[src/rtl/result_display_ctrl_pkg.sv]
// Shared definitions for the result display stage: segment codes, the
// controller states and a double-dabble helper.
package result_display_ctrl_pkg;

  localparam int DISPLAY_DIGITS = 4;
  localparam int OVF_LIMIT      = 9999;

  // Active-low segment patterns, bit0 = a ... bit6 = g
  localparam logic [6:0] SEG_0     = 7'h40;
  localparam logic [6:0] SEG_1     = 7'h79;
  localparam logic [6:0] SEG_2     = 7'h24;
  localparam logic [6:0] SEG_3     = 7'h30;
  localparam logic [6:0] SEG_4     = 7'h19;
  localparam logic [6:0] SEG_5     = 7'h12;
  localparam logic [6:0] SEG_6     = 7'h02;
  localparam logic [6:0] SEG_7     = 7'h78;
  localparam logic [6:0] SEG_8     = 7'h00;
  localparam logic [6:0] SEG_9     = 7'h10;
  localparam logic [6:0] SEG_A     = 7'h08;
  localparam logic [6:0] SEG_B     = 7'h03;
  localparam logic [6:0] SEG_C     = 7'h46;
  localparam logic [6:0] SEG_D     = 7'h21;
  localparam logic [6:0] SEG_E     = 7'h06;
  localparam logic [6:0] SEG_F     = 7'h0E;
  localparam logic [6:0] SEG_DASH  = 7'h3F;
  localparam logic [6:0] SEG_BLANK = 7'h7F;

  typedef enum logic [1:0] {
    IDLE,
    CONVERT,
    UPDATE
  } state_t;

  // Pre-shift correction: any BCD digit >= 5 would exceed 9 after doubling.
  function automatic logic [19:0] bcd_add3(input logic [19:0] b);
    logic [19:0] r;
    r = b;
    for (int i = 0; i < 5; i++) begin
      if (r[i*4 +: 4] >= 4'd5) begin
        r[i*4 +: 4] = r[i*4 +: 4] + 4'd3;
      end
    end
    return r;
  endfunction

endpackage

[src/rtl/result_display_ctrl_if.sv]
// Result/display bundle between the CPU output wire, the display controller
// and the four seven-segment digits.
interface result_display_ctrl_if;
  logic [15:0] value;
  logic        load;
  logic        decimal;
  logic        busy;
  logic        overflow;
  logic [6:0]  HEX0;
  logic [6:0]  HEX1;
  logic [6:0]  HEX2;
  logic [6:0]  HEX3;

  modport master (
    output value, load, decimal,
    input  busy, overflow, HEX0, HEX1, HEX2, HEX3
  );

  modport slave (
    input  value, load, decimal,
    output busy, overflow, HEX0, HEX1, HEX2, HEX3
  );
endinterface

[src/rtl/result_display_ctrl_seg7_decode.sv]
// Combinational nibble to active-low seven-segment pattern (0-9, A-F).
module seg7_decode
  import result_display_ctrl_pkg::*;
(
  input  logic [3:0] nibble,
  output logic [6:0] seg
);

  always_comb begin
    seg = SEG_BLANK;
    case (nibble)
      4'h0: seg = SEG_0;
      4'h1: seg = SEG_1;
      4'h2: seg = SEG_2;
      4'h3: seg = SEG_3;
      4'h4: seg = SEG_4;
      4'h5: seg = SEG_5;
      4'h6: seg = SEG_6;
      4'h7: seg = SEG_7;
      4'h8: seg = SEG_8;
      4'h9: seg = SEG_9;
      4'hA: seg = SEG_A;
      4'hB: seg = SEG_B;
      4'hC: seg = SEG_C;
      4'hD: seg = SEG_D;
      4'hE: seg = SEG_E;
      4'hF: seg = SEG_F;
      default: seg = SEG_BLANK;
    endcase
  end

endmodule

[src/rtl/result_display_ctrl.sv]
// Captures a CPU result and shows it on HEX3..HEX0, either raw hex or as
// four decimal digits via a sequential double-dabble conversion.
module result_display_ctrl
  import result_display_ctrl_pkg::*;
#(
  parameter int CONV_CYCLES = 16
) (
  input  logic                 CLK,
  input  logic                 reset,
  result_display_ctrl_if.slave bus
);

  localparam int CNT_W = (CONV_CYCLES > 1) ? $clog2(CONV_CYCLES) : 1;
  localparam logic [CNT_W-1:0] CNT_LAST = CNT_W'(CONV_CYCLES - 1);

  state_t                               state_q, state_d;
  logic [15:0]                          bin_q, bin_d;
  logic [19:0]                          bcd_q, bcd_d;
  logic [CNT_W-1:0]                     cnt_q, cnt_d;
  logic                                 dec_q, dec_d;
  logic                                 busy_q, busy_d;
  logic                                 ovf_q, ovf_d;
  logic [DISPLAY_DIGITS-1:0][6:0]       hex_q, hex_d;

  logic [15:0]                          disp_src;
  logic [DISPLAY_DIGITS-1:0][6:0]       seg;
  logic [35:0]                          shifted;

  // In hex mode bin_q keeps the raw captured value untouched.
  assign disp_src = dec_q ? bcd_q[15:0] : bin_q;
  assign shifted  = {bcd_add3(bcd_q), bin_q} << 1;

  genvar gi;
  generate
    for (gi = 0; gi < DISPLAY_DIGITS; gi++) begin : g_dec
      seg7_decode u_dec (
        .nibble (disp_src[gi*4 +: 4]),
        .seg    (seg[gi])
      );
    end
  endgenerate

  always_ff @(posedge CLK or posedge reset) begin
    if (reset) begin
      state_q <= IDLE;
      bin_q   <= '0;
      bcd_q   <= '0;
      cnt_q   <= '0;
      dec_q   <= 1'b0;
      busy_q  <= 1'b0;
      ovf_q   <= 1'b0;
      hex_q   <= {DISPLAY_DIGITS{SEG_BLANK}};
    end else begin
      state_q <= state_d;
      bin_q   <= bin_d;
      bcd_q   <= bcd_d;
      cnt_q   <= cnt_d;
      dec_q   <= dec_d;
      busy_q  <= busy_d;
      ovf_q   <= ovf_d;
      hex_q   <= hex_d;
    end
  end

  always_comb begin
    state_d = state_q;
    bin_d   = bin_q;
    bcd_d   = bcd_q;
    cnt_d   = cnt_q;
    dec_d   = dec_q;
    busy_d  = busy_q;
    ovf_d   = ovf_q;
    hex_d   = hex_q;
    case (state_q)
      IDLE: begin
        if (bus.load) begin
          bin_d  = bus.value;
          dec_d  = bus.decimal;
          busy_d = 1'b1;
          if (bus.decimal) begin
            bcd_d   = '0;
            cnt_d   = '0;
            state_d = CONVERT;
          end else begin
            state_d = UPDATE;
          end
        end
      end
      CONVERT: begin
        {bcd_d, bin_d} = shifted;
        cnt_d          = cnt_q + 1'b1;
        if (cnt_q == CNT_LAST) begin
          state_d = UPDATE;
        end
      end
      UPDATE: begin
        busy_d  = 1'b0;
        state_d = IDLE;
        // A nonzero ten-thousands digit means the value cannot fit in four digits.
        if (dec_q && (bcd_q[19:16] != 4'd0)) begin
          hex_d = {DISPLAY_DIGITS{SEG_DASH}};
          ovf_d = 1'b1;
        end else begin
          hex_d = seg;
          ovf_d = 1'b0;
        end
      end
      default: state_d = IDLE;
    endcase
  end

  assign bus.busy     = busy_q;
  assign bus.overflow = ovf_q;
  assign bus.HEX0     = hex_q[0];
  assign bus.HEX1     = hex_q[1];
  assign bus.HEX2     = hex_q[2];
  assign bus.HEX3     = hex_q[3];

endmodule

[src/flat_wrapper.sv]
// flat-port wrapper written by rule: the top's interface ports become plain ports
module result_display_ctrl_flat import result_display_ctrl_pkg::*;
#(
  parameter int CONV_CYCLES = 16
)
  (CLK, reset, bus_value, bus_load, bus_decimal, bus_busy, bus_overflow, bus_HEX0, bus_HEX1, bus_HEX2, bus_HEX3);
  result_display_ctrl_if bus_i ();
  input  logic CLK;
  input  logic reset;
  input wire logic [$bits(bus_i.value)-1:0] bus_value;
  input wire logic [$bits(bus_i.load)-1:0] bus_load;
  input wire logic [$bits(bus_i.decimal)-1:0] bus_decimal;
  output wire logic [$bits(bus_i.busy)-1:0] bus_busy;
  output wire logic [$bits(bus_i.overflow)-1:0] bus_overflow;
  output wire logic [$bits(bus_i.HEX0)-1:0] bus_HEX0;
  output wire logic [$bits(bus_i.HEX1)-1:0] bus_HEX1;
  output wire logic [$bits(bus_i.HEX2)-1:0] bus_HEX2;
  output wire logic [$bits(bus_i.HEX3)-1:0] bus_HEX3;
  assign bus_i.value = bus_value;
  assign bus_i.load = bus_load;
  assign bus_i.decimal = bus_decimal;
  assign bus_busy = bus_i.busy;
  assign bus_overflow = bus_i.overflow;
  assign bus_HEX0 = bus_i.HEX0;
  assign bus_HEX1 = bus_i.HEX1;
  assign bus_HEX2 = bus_i.HEX2;
  assign bus_HEX3 = bus_i.HEX3;
  result_display_ctrl #(.CONV_CYCLES(CONV_CYCLES)) u_core (.CLK(CLK), .reset(reset), .bus(bus_i));
endmodule
[config.mk]
export PLATFORM = sky130hd
export DESIGN_NAME = result_display_ctrl_flat
export DESIGN_NICKNAME = d
export VERILOG_FILES = /design/src/rtl/result_display_ctrl_pkg.sv /design/src/rtl/result_display_ctrl_if.sv /design/src/rtl/result_display_ctrl_seg7_decode.sv /design/src/rtl/result_display_ctrl.sv /design/src/flat_wrapper.sv
export SDC_FILE = /design/constraint.sdc
export NUM_CORES = 1
export LEC_CHECK = 0
export ABC_AREA = 1
export CAP_MARGIN = 10
export CELL_PAD_IN_SITES_DETAIL_PLACEMENT = 0
export CELL_PAD_IN_SITES_GLOBAL_PLACEMENT = 1
export CORE_UTILIZATION = 45
export CTS_CLUSTER_DIAMETER = 200
export DETAILED_ROUTE_END_ITERATION = 16
export GPL_ROUTABILITY_DRIVEN = 0
export PLACE_DENSITY_LB_ADDON = 0.05
export RECOVER_POWER = 100
export SYNTH_ARGS = -nofsm -noshare
export SYNTH_HDL_FRONTEND = slang
export SYNTH_SLANG_ARGS = --single-unit
[constraint.sdc]
create_clock -name CLK -period 5.92 [get_ports CLK]
set_clock_uncertainty 0.2 [all_clocks]
set_input_delay 0.592 -clock CLK [delete_from_list [all_inputs] [get_ports CLK]]
set_output_delay 0.592 -clock CLK [all_outputs]
set_load 0.005 [all_outputs]
Yosys cells after proc, flatten, opt, wreduce, memory -nomap -nowiden
Memories as Yosys holds them, arrays and structs flattened.
Cells that the tools add are included.
W data, S select, Z words.
- memories kept: 4
- bits in registers: 73
- output and inout bits: 30
- memory bits (read-only): 448
- logic and storage cells: 64
- memory list (memory ; depth ; width ; read ports ; clocked after Yosys merged registers in ; write ports ; line ; RTL):
    (no name shown) ; 16 ; 7 ; 1 ; 0 ; 0 ; result_display_ctrl_seg7_decode.sv:11 ; case (nibble)
    (no name shown) ; 16 ; 7 ; 1 ; 0 ; 0 ; result_display_ctrl_seg7_decode.sv:11 ;
    (no name shown) ; 16 ; 7 ; 1 ; 0 ; 0 ; result_display_ctrl_seg7_decode.sv:11 ;
    (no name shown) ; 16 ; 7 ; 1 ; 0 ; 0 ; result_display_ctrl_seg7_decode.sv:11 ;
- magnitude comparators: 5
- reduce and logical (&&, ||, !) cells: 10
- mux-type cells: 22
- eq/ne operators: 6
- $add $sub $neg: 6
- operators with widths (operator ; count):
    $mux W20 ; 2
    $pmux W20 S2 ; 1
    $mux W16 ; 2
    $pmux W16 S2 ; 1
    $mux W28 ; 1
    $mux W4 ; 6
    $ge A4 B3 Y1 const B ; 5
    $add A4 B2 Y4 const B ; 4
    $pmux W4 S2 ; 1
    $reduce_and A2 Y1 ; 4
    $mux W2 ; 3
    $add A4 B1 Y4 const B ; 1
    $eq A4 B4 Y1 const B ; 1
    $ne A2 B2 Y1 const B ; 2
    $pmux W2 S2 ; 1
    $reduce_bool A2 Y1 ; 2
    $reduce_bool A4 Y1 ; 1
    $add A3 B2 Y3 const B ; 1
    $mux W3 ; 1
    $reduce_and A3 Y1 ; 1
    $eq A2 B1 Y1 const B ; 1
    $eq A2 B2 Y1 const B ; 1
    $logic_not A2 Y1 ; 1
    $mux W1 ; 2
    other kinds (3) ; 3

Logic depth before layout (Yosys ltp)
- depth in word-level cells: 3
- depth in mapped cells: 12

Modules after synthesis
A second synthesis with hierarchy kept.
- cell total of the unflattened synthesis: 719
- area total of the unflattened synthesis: 5097.4 um^2
- by module, submodules not included (module ; area each (um^2) ; instances ; sequential area each (um^2) ; cells each):
    result_display_ctrl ; 4001.3 ; 1 ; 1861.8 ; 523
    seg7_decode ; 274.0 ; 4 ; 0.0 ; 49

Worst setup path before layout
No wires, ideal clock.
- kind: reg2reg
- from: reg u_core.dec_q
- to: reg u_core.hex_q (netlist bit u_core.bus.HEX3[3])
- arrival time: 1.795 ns
- library setup time: 0.076 ns
- stages on the path, launching flop included: 11
- data required time: 5.644 ns
- clock period less this slack: 2.071 ns
- path slack: 3.849 ns
- cells stage by stage: dfrtp_1 -> buf_2 -> o21ai_0 -> inv_1 -> ha_1 -> inv_1 -> nand3_1 -> nand3_1 -> nand2_1 -> nor2_1 -> nor2_1
- cells in the longest elaborated chain, start to end: 3
- elaborated cells between the ends (all ways): 4
- classes of those cells: 2 x mux; 1 x reduce/logical; 1 x memory
- RTL lines (what ; line ; RTL):
    start, declared ; result_display_ctrl.sv:20 ; logic dec_q, dec_d;
    start signal, assigned ; result_display_ctrl.sv:49 ; dec_q <= 1'b0;
    start signal, assigned ; result_display_ctrl.sv:58 ; dec_q <= dec_d;
    $mux W16 ; result_display_ctrl.sv:30 ; assign disp_src = dec_q ? bcd_q[15:0] : bin_q;
    $mem_v2 Z16 W7 ; n/a ;
    $mux W28 (*) ; result_display_ctrl.sv:100 ; if (dec_q && (bcd_q[19:16] != 4'd0)) begin
    end signal, assigned ; result_display_ctrl.sv:52 ; hex_q <= {DISPLAY_DIGITS{SEG_BLANK}};
    end, declared ; result_display_ctrl.sv:23 ; logic [DISPLAY_DIGITS-1:0][6:0] hex_q, hex_d;
Mark *: on every way between the ends. The rest lies on a longest branch, timed or not.
A chain may end at the register's enable or synchronous reset.

Worst setup path after layout
- from: in bus_load
- to: reg u_core.bin_q[2]
- cells in the longest elaborated chain, start to end: 2
- RTL lines (what ; line ; RTL):
    start, declared ; flat_wrapper.sv:11 ; input wire logic [$bits(bus_i.load)-1:0] bus_load;
    $ne A2 B2 Y1 (no source line) ; n/a ;
    $reduce_and A2 Y1 (no source line) ; n/a ;
    end signal, assigned ; result_display_ctrl.sv:55 ; bin_q <= bin_d;
    end, declared ; result_display_ctrl.sv:17 ; logic [15:0] bin_q, bin_d;
No other way between the ends.

==> results.py <==
metrics = {
    "layout": {
        "area_growth_pct": 15.6,
        "num_antenna_cells": 0,
        "final_common_cell": "nand2_1",
        "layout_common_cells": "nand2_1 (163), nor2_1 (74), inv_1 (64)",
        "drive_gt1_share_pct": 9.33,
        "nets": 731,
    },
    "synthesis": {
        "ys_async_sr_fraction_pct": 100,
        "syn-num-nets": 687,
        "synthFlopType": "dfrtp_1",
        "seq_area_frac_synth_pct": 39.5,
        "yosysUniqueCellTypes": 30,
        "synth_edf_count": 0,
        "syn_inst": 626,
        "syn_area_um2": 4710,
        "postSynthAreaPerCell_um2": 7.53,
        "ys_warn_count": 0,
        "ys_ff_latch": 73,
    },
    "worst_hold_path": {
        "hold_path_end": "u_core.bus.HEX0[6]$_DFFE_PP1P_",
        "min-delay-start": "u_core.bus.HEX0[6]$_DFFE_PP1P_",
        "hold_depth": 2,
        "hp-class": "flip-flop to flip-flop",
    },
    "cts": {
        "cts_htree_levels": 3,
        "clkSinkCount": 73,
        "path_clk_slew_ns": 0.07,
        "cts_setup_buffers": 0,
        "clkLatencyLatePin_ns": 0.36,
        "cts.repair.resized": 0,
        "hold_buffers": 0,
        "cts.path.max_buffers": 2,
        "cts_root_buf": "clkbuf_8",
        "cts_tree": "done",
        "numCtsBuffers": 9,
    },
    "power_and_ir_drop": {
        "p_per_area_nw_per_um2": 584,
        "p_leak_nw": 2.60,
        "peakVddDrop_uv": 284,
    },
    "floorplanning": {
        "io_pins": 50,
        "initial_core_util_pct": 47.3,
        "coreArea_um2": 9950,
        "die_h_um": 104,
        "dieArea_um2": 10900,
        "die_w_um": 104,
        "rows": 36,
    },
    "sta": {
        "timing.setup.tns_ns": 0,
        "slew_headroom_pct": -0.965,
        "fmax_mhz": 327,
        "period_minus_slack_ns": 3.05,
        "rsz0062_at_grt": "false",
        "setup_slack_ns": 2.87,
        "fin_crit_sh_pct": 51.6,
        "setup_viol": 0,
        "final_max_slew_viol_count": 19,
        "tightestPinTransition_ns": 1.51,
        "hold_violations": 0,
    },
    "drt": {
        "first_pass_iters": 5,
        "via_count": 4146,
        "drt-total-wl_mm": 11.1,
        "wl_per_cell_um": 13.7,
        "ant_nets": 0,
        "dr.first_iter.drc_count": 219,
        "vias_per_cell": 5.13,
        "drc": 0,
    },
    "grt": {
        "grt_pass1_wl_mm": 19.4,
        "grt_pass1_vias": 4061,
        "antenna_found_initial": 0,
        "grt_use_total_pct": 22.1,
        "grt_overflow": 0,
        "grt_max_degree": 55,
    },
    "critical_path": {
        "crit_type": "primary input to flip-flop",
        "rrSetupSlack_ns": 2.93,
        "start_kind": "primary input",
        "worst-path-max-fanout": 18,
        "r2r.worst_path.cells": 11,
        "crit_arrival_ns": 3.13,
        "r2r-end": "u_core.bus.HEX0[0]$_DFFE_PP1P_",
        "endpoint_kind": "flip-flop",
        "cp.required_ns": 5.99,
        "r2r_start": "u_core.dec_q$_DFFE_PP0P_",
    },
    "status": {
        "status": "finished, violations left",
        "violations": "capacitance limit, slew limit",
    },
    "placed_design": {
        "port_buffers": 49,
        "dp_hpwl_mm": 7.92,
        "dp_slack_ns": 3.11,
    },
    "flow_run": {
        "cap_violations": 1,
    },
}
## worst max-delay path, cell delays in order
cell and delay (ns):
dlygate4sd3_1 0.52, inv_1 0.03, nor2_1 0.82, nand2_1 0.29
nand2_1 0.57, o22ai_1 0.14, a21oi_1 0.16
## how the worst max path moves through the flow
| stage | start | slack, ns | to | depth (start not counted) |
|---|---|---|---|---|
| floorplan | reset | 3.32 | u_core.bcd_q[0]$_DFFE_PP0P_ | 1 |
| global placement | u_core.dec_q$_DFFE_PP0P_ | 3.09 | u_core.bus.HEX0[0]$_DFFE_PP1P_ | 11 |
| detailed placement | u_core.dec_q$_DFFE_PP0P_ | 3.11 | u_core.bus.HEX0[5]$_DFFE_PP1P_ | 9 |
| CTS | u_core.dec_q$_DFFE_PP0P_ | 3.08 | u_core.bus.HEX0[5]$_DFFE_PP1P_ | 9 |
| global route | u_core.dec_q$_DFFE_PP0P_ | 2.60 | u_core.bus.HEX0[0]$_DFFE_PP1P_ | 11 |
| finish | bus_load | 2.87 | u_core.bin_q[2]$_DFFE_PP0P_ | 7 |
## synthesized netlist by cell type, types with 2 or more instances
cell      instances  area, um^2
o211ai_1          3        22.5
o21ai_1           5        25.0
o22ai_1          23         144
inv_2             5        18.8
buf_2            10        50.1
o21ai_2           5        43.8
nand2_1         160         601
or2_2             5        31.3
nand2_2          12        75.1
dfrtp_1          45        1130
buf_4             4        30.0
nand3b_1          4        30.0
clkbuf_1          2        7.51
o21ai_0          31         155
nand3_1          47         235
a21oi_1          48         240
ha_1             41         513
inv_1            63         236
nor2_1           73         274
xor2_1            3        26.3
dfstp_2          28         736
## where the power goes
part	switching (mW)	total, mW	internal [mW]	leakage, nW
Combinational	1.15	1.82	0.670	1.64
Clock	0.190	0.407	0.217	0.103
Sequential	0.177	0.954	0.777	0.858
## routing by layer
metal  wire [um]  track usage, %  share of wire, %
met1        5100            28.3                46
met2        5490            37.9                49
met3         367            2.82               3.3
met5           0               0                 0
met4         154            7.96               1.4
## registers in the layout, indices dropped and copies added (netlist names)
signal and cells:
u_core.bcd_q 20, u_core.bin_q 16, u_core.bus.HEX0 7, u_core.bus.HEX1 7, u_core.bus.HEX2 7, u_core.bus.HEX3 7, u_core.bus.busy 1, u_core.bus.overflow 1
u_core.cnt_q 4, u_core.dec_q 1, u_core.state_q 2
## metrics by stage
step | utilization [%] | hold WS [ns] | instance area [um^2] | cells | total power [mW]
floorplan | - | 0.257 | 4710 | 626 | 2.30
global placement | 53.0 | 0.256 | 5280 | 792 | 2.81
detailed placement | 53.0 | 0.260 | 5280 | 792 | 2.84
CTS | 55.0 | 0.271 | 5480 | 808 | 3.26
global route | 54.7 | 0.289 | 5450 | 808 | 3.52
finish | 54.7 | 0.267 | 5450 | 808 | 3.18
## cells by family after synthesis
group | count (synthesis) | share of synthesized area (%)
buffers and inverters | 85 | 7.51
XOR/XNOR | 3 | 0.558
flip-flops | 73 | 39.5
AO/OA/AOI/OAI | 118 | 14.3
adder cells (fa/ha/maj) | 41 | 10.9
AND/OR/NAND/NOR | 306 | 27.3
## area by class of cell
type,instances,area [um^2]
Fill cell,949,4510
Multi-Input combinational cell,468,2470
Sequential cell,73,1860
Timing Repair Buffer,50,498
Inverter,68,255
Tap cell,133,166
Clock buffer,13,159
Clock inverter,3,40.0
(Power assumes the default switching activity.)
